File: src/rtl/text_sched_pkg.sv
// Shared types and constants for the text-screen write path.
// Ports: none (package). Holds the scheduler state enum, source ids and
// code constants used by the scheduler, the generator and the benches.
package text_sched_pkg;

  localparam int CODE_W = 7;

  localparam logic [CODE_W-1:0] KEY_ENTER     = 7'h0A;
  localparam logic [CODE_W-1:0] KEY_BACKSPACE = 7'h08;

  localparam logic SRC_HOST = 1'b0;
  localparam logic SRC_KBD  = 1'b1;

  typedef enum logic [1:0] {
    ST_IDLE     = 2'd0,
    ST_ISSUE    = 2'd1,
    ST_GAP      = 2'd2,
    ST_CLR_WAIT = 2'd3
  } sched_state_t;

endpackage

File: src/rtl/char_fifo.sv
// Small synchronous FIFO holding character codes for one requester.
// Latency: a pushed entry is visible at head the cycle after the push edge.
// Backpressure: full blocks further pushes; pop on empty is ignored.
// Ports: clk, reset_n (sync, active-low, flushes), push/din, pop, full,
// empty, head (current oldest entry, valid when !empty).
module char_fifo #(
  parameter int DEPTH = 4,
  parameter int W     = 7
) (
  input  logic         clk,
  input  logic         reset_n,
  input  logic         push,
  input  logic [W-1:0] din,
  input  logic         pop,
  output logic         full,
  output logic         empty,
  output logic [W-1:0] head
);

  localparam int AW = $clog2(DEPTH);

  // One extra pointer bit separates full (MSBs differ) from empty (equal).
  logic [AW:0]  wr_ptr;
  logic [AW:0]  rd_ptr;
  logic [W-1:0] mem [DEPTH];
  logic         do_push;
  logic         do_pop;

  assign do_push = push & ~full;
  assign do_pop  = pop & ~empty;
  assign empty   = (wr_ptr == rd_ptr);
  assign full    = (wr_ptr[AW] != rd_ptr[AW]) &&
                   (wr_ptr[AW-1:0] == rd_ptr[AW-1:0]);
  assign head    = mem[rd_ptr[AW-1:0]];

  always_ff @(posedge clk) begin
    if (!reset_n) begin
      wr_ptr <= '0;
      rd_ptr <= '0;
    end else begin
      if (do_push) wr_ptr <= wr_ptr + 1'b1;
      if (do_pop)  rd_ptr <= rd_ptr + 1'b1;
    end
  end

  // Storage needs no reset: the pointers alone define what is valid.
  always_ff @(posedge clk) begin
    if (reset_n && do_push) mem[wr_ptr[AW-1:0]] <= din;
  end

endmodule

File: src/rtl/tile_write_sched.sv
// Round-robin write scheduler from host/keyboard code FIFOs to the text tile RAM.
// Latency: push at edge N -> tile_mem_wen high in cycle N+1..N+2; one write per 2+GAP_CYCLES.
// Backpressure: x_ready = FIFO not full; no write starts while super_busy is high.
// Ports: clk, reset_n; host_valid/host_data/host_ready; kbd_valid/kbd_data/kbd_ready;
// super_busy (generator clear); tile_mem_wen/tile_mem_din (registered write);
// grant_src (source of last write); sched_busy (FSM not idle).
module tile_write_sched
  import text_sched_pkg::*;
#(
  parameter int FIFO_DEPTH = 4,
  parameter int GAP_CYCLES = 1
) (
  input  logic              clk,
  input  logic              reset_n,
  input  logic              host_valid,
  input  logic [CODE_W-1:0] host_data,
  output logic              host_ready,
  input  logic              kbd_valid,
  input  logic [CODE_W-1:0] kbd_data,
  output logic              kbd_ready,
  input  logic              super_busy,
  output logic              tile_mem_wen,
  output logic [CODE_W-1:0] tile_mem_din,
  output logic              grant_src,
  output logic              sched_busy
);

  localparam int GW = (GAP_CYCLES > 1) ? $clog2(GAP_CYCLES) : 1;

  sched_state_t      state;
  sched_state_t      state_nx;
  logic [GW-1:0]     gap_cnt;

  logic              host_full;
  logic              host_empty;
  logic [CODE_W-1:0] host_head;
  logic              kbd_full;
  logic              kbd_empty;
  logic [CODE_W-1:0] kbd_head;

  logic              grant_vld;
  logic              grant_kbd;
  logic              take;
  logic              host_pop;
  logic              kbd_pop;

  assign host_ready = ~host_full;
  assign kbd_ready  = ~kbd_full;
  assign sched_busy = (state != ST_IDLE);

  char_fifo #(.DEPTH(FIFO_DEPTH), .W(CODE_W)) u_host_fifo (
    .clk     (clk),
    .reset_n (reset_n),
    .push    (host_valid & host_ready),
    .din     (host_data),
    .pop     (host_pop),
    .full    (host_full),
    .empty   (host_empty),
    .head    (host_head)
  );

  char_fifo #(.DEPTH(FIFO_DEPTH), .W(CODE_W)) u_kbd_fifo (
    .clk     (clk),
    .reset_n (reset_n),
    .push    (kbd_valid & kbd_ready),
    .din     (kbd_data),
    .pop     (kbd_pop),
    .full    (kbd_full),
    .empty   (kbd_empty),
    .head    (kbd_head)
  );

  // Round-robin: on a tie, the source that did not win last time gets it.
  assign grant_vld = ~host_empty | ~kbd_empty;
  assign grant_kbd = (~host_empty & ~kbd_empty) ? (grant_src == SRC_HOST) : ~kbd_empty;

  // State register.
  always_ff @(posedge clk) begin
    if (!reset_n) state <= ST_IDLE;
    else          state <= state_nx;
  end

  // Next-state logic.
  always_comb begin
    state_nx = state;
    unique case (state)
      ST_IDLE:     if (!super_busy && grant_vld) state_nx = ST_ISSUE;
      ST_ISSUE:    state_nx = ST_GAP;
      ST_GAP:      if (gap_cnt == '0) state_nx = super_busy ? ST_CLR_WAIT : ST_IDLE;
      ST_CLR_WAIT: if (!super_busy) state_nx = ST_IDLE;
      default:     state_nx = ST_IDLE;
    endcase
  end

  // Output decode: a grant is taken exactly on the IDLE -> ISSUE transition.
  always_comb begin
    take     = (state == ST_IDLE) && (state_nx == ST_ISSUE);
    host_pop = take & ~grant_kbd;
    kbd_pop  = take & grant_kbd;
  end

  // The write strobe is registered from the transition decision, so it is
  // high for the whole ISSUE cycle without any path from super_busy to the
  // output pins during that cycle.
  always_ff @(posedge clk) begin
    if (!reset_n) begin
      tile_mem_wen <= 1'b0;
      tile_mem_din <= '0;
      grant_src    <= SRC_KBD;
      gap_cnt      <= '0;
    end else begin
      tile_mem_wen <= take;
      if (take) begin
        tile_mem_din <= grant_kbd ? kbd_head : host_head;
        grant_src    <= grant_kbd;
      end
      if (state == ST_ISSUE)
        gap_cnt <= GW'(GAP_CYCLES - 1);
      else if ((state == ST_GAP) && (gap_cnt != '0))
        gap_cnt <= gap_cnt - 1'b1;
    end
  end

endmodule
File: config.mk
export PLATFORM = sky130hd
export DESIGN_NAME = tile_write_sched
export DESIGN_NICKNAME = d
export VERILOG_FILES = /design/src/rtl/text_sched_pkg.sv /design/src/rtl/char_fifo.sv /design/src/rtl/tile_write_sched.sv
export SDC_FILE = /design/constraint.sdc
export NUM_CORES = 1
export LEC_CHECK = 0
export BUFFER_PORTS_ARGS = -buffer_cell sky130_fd_sc_hd__buf_2
export CORE_MARGIN = 2
export CORE_UTILIZATION = 45
export CTS_BUF_LIST = sky130_fd_sc_hd__clkbuf_4
export DETAILED_ROUTE_END_ITERATION = 8
export SLEW_MARGIN = 10
export SYNTH_ARGS = -nofsm -noshare
export SYNTH_HDL_FRONTEND = slang
export SYNTH_HIERARCHICAL = 1
export SYNTH_SLANG_ARGS = --single-unit
File: constraint.sdc
create_clock -name clk -period 5 [get_ports clk]
set_input_delay 0.75 -clock clk [delete_from_list [all_inputs] [get_ports clk]]
set_output_delay 0.75 -clock clk [all_outputs]
set_load 0.05 [all_outputs]
# Yosys cells after proc, flatten, opt, wreduce, memory -nomap -nowiden
# Memory sizes are Yosys's and may differ from the RTL's. A register that Yosys moved wholly into a read port is not among the register bits.
# Index checks and enable logic that the tools add are counted.
totals:
  register_bits: 24
  ram_bits: 56
  in_bits: 19
  out_inout_bits: 12
  elab_cells: 69
  mem_count: 2
memory_table:
  columns: ["memory", "depth", "word_bits", "rd", "rd_clocked_by_memory_dff", "wr", "line_no", "rtl"]
  rows:
  - ["u_host_fifo.mem", 4, 7, 1, 1, 1, "char_fifo.sv:25", "logic [W-1:0] mem [DEPTH];"]
  - ["u_kbd_fifo.mem", 4, 7, 1, 1, 1, "char_fifo.sv:25", null]
op_classes:
  add_sub_neg: 5
  eq_ne: 10
  muxes: 15
  n_bitwise: 17
  reduce_logical: 11
op_table:
  columns: ["op", "n"]
  rows:
  - ["$mux W2", 8]
  - ["$add A3 B1 Y3 const B", 4]
  - ["$and A1 B1 Y1", 9]
  - ["$pmux W2 S4", 1]
  - ["$logic_and A1 B1 Y1", 7]
  - ["$mux W7", 1]
  - ["$not A1 Y1", 7]
  - ["$eq A3 B3 Y1", 2]
  - ["$mux W1", 5]
  - ["$eq A2 B1 Y1 const B", 2]
  - ["$eq A2 B2 Y1", 2]
  - ["$eq A2 B2 Y1 const B", 2]
  - ["$logic_not A2 Y1", 1]
  - ["$ne A1 B1 Y1", 2]
  - ["$reduce_bool A2 Y1", 1]
  - ["$reduce_or A2 Y1", 1]
  - ["$logic_not A1 Y1", 1]
  - ["$or A1 B1 Y1", 1]
  - ["$sub A1 B1 Y1 const B", 1]

# Depth between registers and ports, before layout
# Gate-level depths: netlist (run 1).
depth:
  ltp_word: 12
  ltp_mapped: 11
  depth_no_buf: 8

# Modules after synthesis
# Netlist (run 1), hierarchy kept.
modules_own_cells:
  columns: ["module", "n_inst", "cells_per_inst", "area_each_um2", "seq_area_each_um2"]
  rows:
  - ["char_fifo", 2, 109, 1610.3, 1001.0]
  - ["tile_write_sched", 1, 77, 666.9, 240.2]

# Worst setup path before layout (run 1)
# OpenSTA, ideal clock, no wires.
synth_timing:
  path_type: "register to register"
  startpoint: "register u_kbd_fifo.wr_ptr[0]"
  endpoint: "register u_kbd_fifo.rd_ptr[2]"
  setup_time_ns: 0.074
  t_arrival_ns: 2.311
  required_time_ns: 4.926
  slack_ns: 2.614
  stages_incl_launch_ff: 10
  n_path_buf: 2
  period_less_slack_ns: 2.386
  path_cell_list: "dfxtp_1 xor2_1 buf_6 nor3_1 buf_6 a2111o_1 nor3_2 nand3_1 or3_1 a31oi_1"
synth_via:
  elab_chain_cells: 10
  word_cells_on_any_way: 12
  cone_classes: "2 x eq/ne; 3 x mux; 5 x bitwise; 2 x reduce/logical"
synth_lines:
  columns: ["item", "line_no", "rtl"]
  rows:
  - ["start, declared", "char_fifo.sv:23", "logic [AW:0] wr_ptr;"]
  - ["start signal, assigned", "char_fifo.sv:41", "if (do_push) wr_ptr <= wr_ptr + 1'b1;"]
  - ["$eq A3 B3 Y1 *", "char_fifo.sv:31", "assign empty = (wr_ptr == rd_ptr);"]
  - ["named net kbd_empty", "tile_write_sched.sv:38", "logic kbd_empty;"]
  - ["$not A1 Y1 *", "tile_write_sched.sv:74, tile_write_sched.sv:75", null]
  - ["$or A1 B1 Y1", "tile_write_sched.sv:74", "assign grant_vld = ~host_empty | ~kbd_empty;"]
  - ["$logic_and A1 B1 Y1", "tile_write_sched.sv:87", "ST_IDLE: if (!super_busy && grant_vld) state_nx = ST_ISSUE;"]
  - ["$mux W2", "tile_write_sched.sv:87", null]
  - ["$pmux W2 S4", "tile_write_sched.sv:86", "unique case (state)"]
  - ["$eq A2 B1 Y1", "tile_write_sched.sv:97", "take = (state == ST_IDLE) && (state_nx == ST_ISSUE);"]
  - ["$logic_and A1 B1 Y1", "tile_write_sched.sv:97", null]
  - ["$and A1 B1 Y1 *", "tile_write_sched.sv:99", "kbd_pop = take & grant_kbd;"]
  - ["named net kbd_pop", "tile_write_sched.sv:45", "logic kbd_pop;"]
  - ["$and A1 B1 Y1 *", "char_fifo.sv:30", "assign do_pop = pop & ~empty;"]
  - ["end signal, assigned", "char_fifo.sv:42", "if (do_pop) rd_ptr <= rd_ptr + 1'b1;"]
  - ["end, declared", "char_fifo.sv:24", "logic [AW:0] rd_ptr;"]
# The timed path passes the listed nets; every way through them passes the cells marked *.
# A chain may end at the register's enable or synchronous reset.

# Worst setup path in the final report (run 1)
layout_timing:
  startpoint: "register u_host_fifo.wr_ptr[1]"
  endpoint: "register u_host_fifo.rd_ptr[2]"
layout_via:
  elab_chain_cells: 10
  word_cells_on_any_way: 13
  cone_classes: "2 x eq/ne; 3 x mux; 6 x bitwise; 2 x reduce/logical"
layout_lines:
  columns: ["item", "line_no", "rtl"]
  rows:
  - ["start, declared", "char_fifo.sv:23", null]
  - ["start signal, assigned", "char_fifo.sv:41", null]
  - ["$eq A3 B3 Y1 *", "char_fifo.sv:31", null]
  - ["named net host_empty", "tile_write_sched.sv:35", "logic host_empty;"]
  - ["$not A1 Y1 *", "tile_write_sched.sv:74, tile_write_sched.sv:75", null]
  - ["$or A1 B1 Y1", "tile_write_sched.sv:74", null]
  - ["$logic_and A1 B1 Y1", "tile_write_sched.sv:87", null]
  - ["$mux W2", "tile_write_sched.sv:87", null]
  - ["$pmux W2 S4", "tile_write_sched.sv:86", null]
  - ["$eq A2 B1 Y1", "tile_write_sched.sv:97", null]
  - ["$logic_and A1 B1 Y1", "tile_write_sched.sv:97", null]
  - ["$and A1 B1 Y1 *", "tile_write_sched.sv:98", "host_pop = take & ~grant_kbd;"]
  - ["named net host_pop", "tile_write_sched.sv:44", "logic host_pop;"]
  - ["$and A1 B1 Y1 *", "char_fifo.sv:30", null]
  - ["end signal, assigned", "char_fifo.sv:42", null]
  - ["end, declared", "char_fifo.sv:24", null]
# Marks and branches as above.

==> impl_metrics.yaml, run 1 <==
yosys:
  synth.largest_area_cell: "edfxtp_1"
  syn_inst: 295
  syn-cell-area_um2: 3890
  yosysSeqAreaShare: 0.577
  ys_warn_count: 6
  ys.flop_type: "edfxtp_1"
  synth_area_per_cell_um2: 13.2
  ys_ff_latch: 84
  synth_cell_types: 43
  async_flop_share: 0
  yosysTopAreaCellShare: 0.433
  synthTopCellsByArea: "edfxtp_1 43%, dfxtp_1 14%, mux4_2 8.1%, ha_1 3.2%, o21ai_0 2.4%"
  syn-num-nets: 324
  synth_edf_count: 56
global_route:
  grt_max_degree: 31
  grt_remaining_overflow: 0
  grt_pass1_wl_mm: 11.8
  antenna_found_initial: 0
  grt_pass1_vias: 2378
  grt_use_total: 0.157
placement:
  hpwl_mm: 4.82
  gp_congestion: 0.792
  post-place-ws_ns: 1.79
  portBuffers: 30
timing:
  fin_crit_ns: 3.30
  fmax_ghz: 0.303
  slew_violations: 0
  tightest_slew_ns: 1.05
  finalHoldViolations: 0
  timing.final.crit_share: 0.659
  relSlewSlack: 0.301
  rsz0062_at_grt: "no"
  timing.setup.tns_ns: 0
  finalSetupViolCount: 0
  final.setup_skew_ns: 0.0141
  setup_slack_ns: 1.70
die:
  placementRows: 33
  die_area_um2: 9400
  design.portCount: 31
  core_area_um2: 8300
  initial_core_util: 0.468
  die_w_um: 96.9
  die_h_um: 96.9
critical_path:
  cp_data_required_time_ns: 5.35
  arrival_ns: 3.64
  critPathKind: "reg -> reg"
  worstSetupStartpointType: "register"
  cp-end-kind: "register"
  cp_max_fo: 16
drt:
  ant_nets: 0
  wl_per_cell_um: 16.2
  drcViolationCount: 0
  drt_iter0_markers: 82
  first_pass_iters: 4
  via_per_inst: 5.68
  finalWirelength_mm: 7.03
  vias: 2459
pwr:
  p_leak_nw: 1.52
  peakVddDrop_mv: 0.384
  power_density_nw_per_um2: 500
layout:
  area.sequential_um2: 2240
  syn_to_final_growth_pct: 9.46
  diodes: 0
  multi_input_area_um2: 1440
  fin_nets: 353
  drive_gt1_frac: 0.259
  layout_common_cells: "56 x edfxtp_1, 30 x buf_2, 28 x dfxtp_1, 22 x inv_1"
  layout_commonest_cell: "edfxtp_1"
  final_util: 0.513
  fillers: 723
clock_network:
  clkSinkCount: 84
  ctsResizeCount: 0
  cts_tree: "done"
  clk_pin_slew_worst_paths_ns: 0.13
  clk_latency_ns: 0.42
  cts_made_buffers: 9
  cts-htree-levels: 3
  hold_buffers: 0
  clockBufferDepth: 2
  root_buffer: "clkbuf_4"
  cts_setup_buffers: 0
flow_run:
  maxCapViolations: 0
hold_path:
  hold_class: "reg -> reg"
status:
  outcome: "finished, final reports clean"
[kinds of logic after synthesis]
kind of cell	share of synthesized area
flops	0.577
simple gates	0.118
compound gates	0.115
buf+inv	0.0547
mux	0.0811
xor+xnor	0.0225
fa+ha+maj	0.0322
[synthesized netlist by cell type, types with 2 or more instances]
library cell / number
and3b_1: 4
inv_1: 22
nor3_1: 5
nor2b_1: 4
buf_6: 5
or4_1: 4
or4_4: 2
ha_1: 10
nor2_1: 2
xor2_1: 6
o31a_2: 5
a21oi_1: 2
dfxtp_1: 28
o2111ai_1: 4
and2_1: 3
a41oi_1: 4
buf_2: 4
a31oi_1: 2
a21oi_2: 7
nand2_1: 19
clkbuf_8: 2
and4b_2: 2
mux4_2: 14
xnor2_1: 4
nand3_1: 10
buf_1: 2
o21ai_1: 7
or3_1: 2
and2_2: 2
o31a_1: 4
o21ai_0: 19
o211ai_1: 4
nand4_1: 10
and3_1: 6
buf_4: 2
edfxtp_1: 56
[per-layer routing]
layer | routed length [µm] | vias to the layer above | part of all wire | track usage
met3 | 281 | 4 | 0.040 | 0.0390
met5 | 0 | - | 0 | 0
met1 | 3360 | 1228 | 0.48 | 0.216
li1 | - | 1187 | - | -
met4 | 60 | 0 | 0.0085 | 0.0520
met2 | 3330 | 40 | 0.47 | 0.247
[where the power goes]
part	leakage, nW	internal, mW	total [mW]	switching [mW]
combinational	0.692	0.250	0.722	0.472
clock	0.0882	0.251	0.484	0.233
sequential	0.738	0.835	0.922	0.0867
total	1.52	1.34	2.13	0.793
[state kept, by name (all words and copies together) (netlist names), 2 cells and up, named ones only]
signal              cells
u_host_fifo/rd_ptr      3
u_kbd_fifo/mem         28
u_kbd_fifo/wr_ptr       3
tile_mem_din            7
u_host_fifo/mem        28
state                   2
u_host_fifo/wr_ptr      3
u_kbd_fifo/rd_ptr       3
[layout make-up]
type | instances | area share
sequential | 84 | 0.527
clock buffer | 9 | 0.0159
tap | 105 | 0.0309
clock inverter | 6 | 0.0268
multi-input combinational | 173 | 0.338
inverter | 22 | 0.0194
timing repair buffer | 34 | 0.0423
[critical path, stage by stage, from the launching register on]
cell and delay (ns):
dfxtp_1 0.49, xor2_1 0.64, nor3_1 0.22, nor2b_1 0.86, nor2_1 0.07, nor2_1 0.37
nand3_1 0.11, or3_1 0.31, a31oi_1 0.16
[per-stage QoR]
stage / power, mW / hold slack [ns] / cells / area [µm²]
6_report: 2.13 / 0.445 / 433 / 4260
5_1_grt: 2.26 / 0.479 / 433 / 4260
4_1_cts: 2.15 / 0.448 / 433 / 4260
3_5_place_dp: 1.66 / 0.430 / 418 / 4070
3_3_place_gp: 1.65 / 0.420 / 418 / 4070
2_1_floorplan: 1.54 / 0.407 / 295 / 3890
[worst paths after layout]
path,start,endpoint,slack (ns),cells after the start
setup / recovery,u_host_fifo/wr_ptr[1]$_SDFFE_PN0P_,u_host_fifo/rd_ptr[2]$_SDFFE_PN0P_,1.70,8
hold / removal,gap_cnt$_SDFFE_PP0P_,gap_cnt$_SDFFE_PP0P_,0.44,2
setup reg to reg,u_host_fifo/wr_ptr[1]$_SDFFE_PN0P_,u_host_fifo/rd_ptr[2]$_SDFFE_PN0P_,1.70,8
hold reg to reg,gap_cnt$_SDFFE_PP0P_,gap_cnt$_SDFFE_PP0P_,0.44,2
(Power assumes the default switching activity.)
==> run 2: changes to the inputs <==
- ABC_AREA: not set -> 1
- clock period: 5 -> 3.3 ns (I/O delays scaled with it)
==> run 2 against run 1 <==
- sequential share of layout area is 2.2 points higher
- count of clock-buffer cells in the layout is 3 higher
- register-to-register slack worse by 0.54 ns
- highest routed layer unchanged
==> impl_metrics.yaml, run 2 <==
timing:
  rsz0062_at_grt: "no"
  finalSetupViolCount: 0
  timing.setup.tns_ns: 0
  timing.final.crit_share: 0.647
  tightest_slew_ns: 0.463
  final.setup_skew_ns: 0.0135
  fmax_ghz: 0.468
  finalHoldViolations: 0
  hold_ws_ns: 0.304
  fin_crit_ns: 2.14
  relSlewSlack: 0.691
  slew_violations: 0
yosys:
  ys.flop_type: "edfxtp_1"
  synth.largest_area_cell: "edfxtp_1"
  synth_cell_types: 25
  syn-num-nets: 400
  ys_top_cells_by_count: "65 x nand2_1, 56 x edfxtp_1, 46 x nor2_1"
  synth.most_common_cell: "nand2_1"
  synth_edf_count: 56
  ys_ff_latch: 84
  async_flop_share: 0
  syn-cell-area_um2: 3730
  synth_area_per_cell_um2: 10.0
  yosysTopAreaCellShare: 0.451
  syn_inst: 371
  yosysSeqAreaShare: 0.602
  ys_warn_count: 6
  synthTopCellsByArea: "edfxtp_1 45%, dfxtp_1 15%, nand2_1 6.5%, nor2_1 4.6%, inv_1 4.3%"
clock_network:
  clockBufferDepth: 2
  cts_setup_buffers: 0
  cts-htree-levels: 3
  ctsResizeCount: 0
  hold_buffers: 0
  clkSinkCount: 84
  cts_made_buffers: 9
  clk_latency_ns: 0.40
  cts_tree: "done"
  root_buffer: "clkbuf_4"
  clk_pin_slew_worst_paths_ns: 0.12
die:
  die_w_um: 95.0
  placementRows: 33
  core_area_um2: 8130
  die_area_um2: 9030
  design.portCount: 31
  die_h_um: 95.0
  initial_core_util: 0.458
layout:
  fin_nets: 436
  final_cell_area_um2: 4090
  drive_gt1_frac: 0.187
  syn_to_final_growth_pct: 9.60
  final_util: 0.502
  layout_commonest_cell: "nand2_1"
  diodes: 0
  fillers: 741
  layout_common_cells: "65 x nand2_1, 56 x edfxtp_1, 46 x nor2_1, 43 x inv_1, 30 x buf_2"
placement:
  portBuffers: 30
  gp_congestion: 0.808
  placed_cell_area_um2: 3980
  hpwl_mm: 4.95
hold_path:
  whs_endpoint: "u_kbd_fifo/mem[1][2]$_DFFE_PP_"
  hold_class: "in -> reg"
  hold_path.startpoint: "kbd_data[2]"
  holdPathStages: 1
global_route:
  grt_pass1_vias: 2345
  grt_pass1_wl_mm: 10.9
  grt_use_total: 0.161
  antenna_found_initial: 0
  grt_max_degree: 19
  grt_remaining_overflow: 0
drt:
  drt_iter0_markers: 149
  finalWirelength_mm: 6.76
  via_per_inst: 4.98
  ant_nets: 0
  first_pass_iters: 5
  drcViolationCount: 0
  vias: 2576
  wl_per_cell_um: 13.1
critical_path:
  path_buf_inv: 2
  arrival_ns: 2.19
  r2r_cells: 8
  critPathSlowestCell: "dfxtp_1"
  crit_chain: "inv_1 -> nand2_2 -> nand2_4 -> nand3_4 -> inv_1 -> nor2_1 -> nand3_4 -> nor2_2"
  cp-end-kind: "register"
  r2r_start: "u_host_fifo/wr_ptr[0]$_SDFFE_PN0P_"
  slowest_delay_ns: 0.44
  cp_data_required_time_ns: 3.36
  cp_max_fo: 8
  r2r_end: "u_host_fifo/mem[1][2]$_DFFE_PP_"
  critPathKind: "reg -> reg"
  worstSetupStartpointType: "register"
  critPathTopFamily: "simple AND/OR/NAND/NOR gates"
  reg2reg_slack_ns: 1.16
pwr:
  p_int_mw: 1.51
  peakVddDrop_mv: 0.198
  power_density_nw_per_um2: 548
  combPwrFrac: 0.230
  switching_share: 0.325
  power.switching_uw: 727
  seqPwrFrac: 0.553
  p_leak_nw: 1.66
  pwr-share-clk: 0.217
flow_run:
  maxCapViolations: 0
status:
  outcome: "finished, final reports clean"
[run 2: cells by family after synthesis]
group           Yosys count  share of synthesized area
simple gates            158                      0.212
flops                    84                      0.602
compound gates           64                     0.0937
buf+inv                  55                     0.0591
fa+ha+maj                10                     0.0336
[run 2: power groups by stage]
stage | Sequential (mW) | Combinational [mW] | Clock (mW)
6_report | 1.24 | 0.515 | 0.486
5_1_grt | 1.25 | 0.583 | 0.543
4_1_cts | 1.24 | 0.516 | 0.502
3_5_place_dp | 1.26 | 0.515 | 0
3_3_place_gp | 1.26 | 0.512 | 0
2_1_floorplan | 1.31 | 0.344 | 0
[run 2: layout make-up]
cell class | count | area (µm²) | share of cell area
multi-input cells | 232 | 1260 | 0.310
inverters | 50 | 189 | 0.0462
clock buffers | 12 | 90.1 | 0.0221
clock inverters | 4 | 17.5 | 0.00429
well taps | 105 | 131 | 0.0322
repair buffers | 30 | 150 | 0.0368
flip-flops and latches | 84 | 2240 | 0.549
[run 2: worst max path at each step]
stage,from,to,slack [ns],cells past startpoint
2_1_floorplan,u_host_fifo/wr_ptr[0]$_SDFFE_PN0P_,u_host_fifo/mem[0][0]$_DFFE_PP_,1.47,8
3_3_place_gp,u_kbd_fifo/wr_ptr[0]$_SDFFE_PN0P_,u_kbd_fifo/mem[0][4]$_DFFE_PP_,1.23,8
3_5_place_dp,u_kbd_fifo/wr_ptr[0]$_SDFFE_PN0P_,u_kbd_fifo/mem[0][4]$_DFFE_PP_,1.18,8
4_1_cts,u_kbd_fifo/wr_ptr[0]$_SDFFE_PN0P_,u_kbd_fifo/mem[0][4]$_DFFE_PP_,1.15,8
5_1_grt,u_host_fifo/wr_ptr[0]$_SDFFE_PN0P_,u_host_fifo/mem[1][2]$_DFFE_PP_,0.97,8
6_report,u_host_fifo/wr_ptr[0]$_SDFFE_PN0P_,u_host_fifo/mem[1][2]$_DFFE_PP_,1.16,8
[run 2: layer usage]
metal,share of wire,track usage
met1,0.48,0.219
met5,0,0
met2,0.47,0.252
met3,0.042,0.0292
met4,0.013,0.0749
[run 2: metrics by stage]
stage          std cells  total power [mW]  setup slack [ns]
6_report             517              2.24              1.16
5_1_grt              517              2.37             0.975
2_1_floorplan        371              1.66              1.47
3_3_place_gp         501              1.77              1.23
3_5_place_dp         501              1.78              1.18
4_1_cts              517              2.26              1.15
==> run 3: changes to the inputs <==
- PLACE_DENSITY: not set -> 0.65
- clock period: 3.3 -> 1.8 ns (I/O delays scaled with it)
==> run 3 against run 2 <==
- die area is the same
- power grew 100%
- clock skew grew 0.0033 ns
- critical path type is now reg -> out
- largest power group unchanged
==> impl_metrics.yaml, run 3 (synthesized netlist as in run 2, its figures left out) <==
critical_path:
  arrival_ns: 1.43
  cp_data_required_time_ns: 1.53
  critPathKind: "reg -> out"
  crit_top_cell: "inv_1"
  cp_max_fo: 3
  critPathSlowestCell: "dfxtp_1"
  worstSetupStartpointType: "register"
  slowest_delay_ns: 0.41
  cp-end-kind: "output pin"
  crit_chain: "nand2_1 -> nand2_4 -> nand3_4 -> inv_1 -> inv_1 -> buf_4"
layout:
  syn_to_final_growth_pct: 17.7
  fillers: 733
  fin_nets: 458
  layout_common_cells: "65 x nand2_1, 56 x edfxtp_1, 43 x nor2_1, 38 x inv_1, 28 x buf_2"
  fin_cells: 539
  multi_input_area_um2: 1280
  area.sequential_um2: 2250
  diodes: 0
  drive_gt1_frac: 0.274
  layout_commonest_cell: "nand2_1"
pwr:
  total_power_mw: 4.57
  p_int_mw: 3.10
  pwr-share-clk: 0.271
  peakVddDrop_mv: 0.423
  switching_share: 0.322
  power.switching_mw: 1.47
  p_leak_nw: 1.80
  combPwrFrac: 0.232
  power_density_nw_per_um2: 1040
  seqPwrFrac: 0.497
drt:
  via_per_inst: 4.88
  wl_per_cell_um: 13.1
  ant_nets: 0
  wl_met2_mm: 3.38
  vias: 2629
  dr_wl_met3_um: 237
  drcViolationCount: 0
  finalWirelength_mm: 7.08
  drt_iter0_markers: 58
  wl_met1_mm: 3.33
  first_pass_iters: 4
  dr.max_layer_used: "met4"
timing:
  timing.final.crit_share: 0.942
  rsz0062_at_grt: "yes"
  final.setup_skew_ns: 0.0167
  fin_crit_ns: 1.70
  finalSetupViolCount: 0
  relSlewSlack: 0.725
  tightest_slew_ns: 0.412
  finalHoldViolations: 0
  fmax_ghz: 0.590
  slew_violations: 0
clock_network:
  cts-htree-levels: 3
  clkSinkCount: 84
  root_buffer: "clkbuf_4"
  clk_latency_ns: 0.43
  cts_tree: "done"
  clockBufferDepth: 2
  clk_pin_slew_worst_paths_ns: 0.14
  cts_made_buffers: 9
global_route:
  grt_use_total: 0.166
  grt_max_degree: 16
  grt_pass1_vias: 2426
  grt_remaining_overflow: 0
  grt_pass1_wl_mm: 11.3
  antenna_found_initial: 0
placement:
  portBuffers: 30
  gp_congestion: 0.770
  dpl.cell_count: 521
  hpwl_mm: 4.98
status:
  outcome: "finished, final reports clean"
hold_path:
  hold_class: "in -> reg"
die:
  die_area_um2: 9030
  core_area_um2: 8130
  die_w_um: 95.0
  die_h_um: 95.0
  initial_core_util: 0.458
  design.portCount: 31
  placementRows: 33
flow_run:
  maxCapViolations: 0
run 3: cell types whose count changed in the layout (fill, tap and decap cells not counted), sizes merged:
| cell | change |
|---|---|
| buf | +22 |
| bufinv | +2 |
| clkbuf | -3 |
| clkinvlp | +3 |
| clkinv | -3 |
| inv | +1 |
run 3: critical path: cells and delay by family, from the launching register on:
family | cells | cell delay (ns)
buffers and inverters | 3 | 0.31
flip-flops | 1 | 0.41
AND/OR/NAND/NOR | 3 | 0.29
run 3: what timing repair did:
| action | CTS | global route |
|---|---|---|
| resized for setup | 6 | 15 |
| pin swaps | 0 | 1 |
| buffers inserted | 0 | 2 |
| hold buffers | 0 | 0 |
| endpoints found under the setup margin | 10 | 26 |
run 3: final cells by class:
cell class / count / share of cell area
Timing Repair Buffer: 52 / 0.0816
Clock buffer: 9 / 0.0154
Sequential cell: 84 / 0.514
Tap cell: 105 / 0.0299
Inverter: 50 / 0.0436
Clock inverter: 7 / 0.0228
Multi-Input combinational cell: 232 / 0.293
run 3: per-layer routing:
metal | vias up | GRT usage
met1 | 1219 | 0.214
met4 | 0 | 0.0761
li1 | 1360 | -
met5 | - | 0
met2 | 42 | 0.274
met3 | 8 | 0.0300
run 3: worst paths after layout:
check                           slack [ns]                           endpoint                               start  cells past startpoint
worst max-delay path                  0.10                         host_ready  u_host_fifo/wr_ptr[0]$_SDFFE_PN0P_                      6
worst min-delay path                  0.04    u_host_fifo/mem[3][5]$_DFFE_PP_                        host_data[5]                      1
worst min register to register        0.47       tile_mem_din[3]$_SDFFE_PN0P_        tile_mem_din[3]$_SDFFE_PN0P_                      2
worst max register to register        0.13  u_kbd_fifo/rd_ptr[2]$_SDFFE_PN0P_   u_kbd_fifo/wr_ptr[1]$_SDFFE_PN0P_                     14
run 3: stage by stage:
stage	cell area [µm²]	setup TNS [ns]	hold slack (ns)	util	worst slack (ns)
2_1_floorplan	3730	0	0.354	-	0.0746
3_3_place_gp	4170	0	0.447	0.513	0.0311
3_5_place_dp	4170	-0.0128	0.455	0.513	-0.0128
4_1_cts	4350	0	0.0230	0.535	0.0190
5_1_grt	4390	-0.0189	0.0158	0.539	-0.0124
6_report	4390	0	0.0376	0.539	0.104
run 3: power by group through the flow:
stage,clock network (mW),registers (mW),logic (mW)
final,1.24,2.27,1.06
after global routing,1.33,2.28,1.18
after CTS,1.26,2.26,1.04
after detailed placement,0,2.31,1.03
after global placement,0,2.30,1.01
after floorplan,0,2.41,0.632
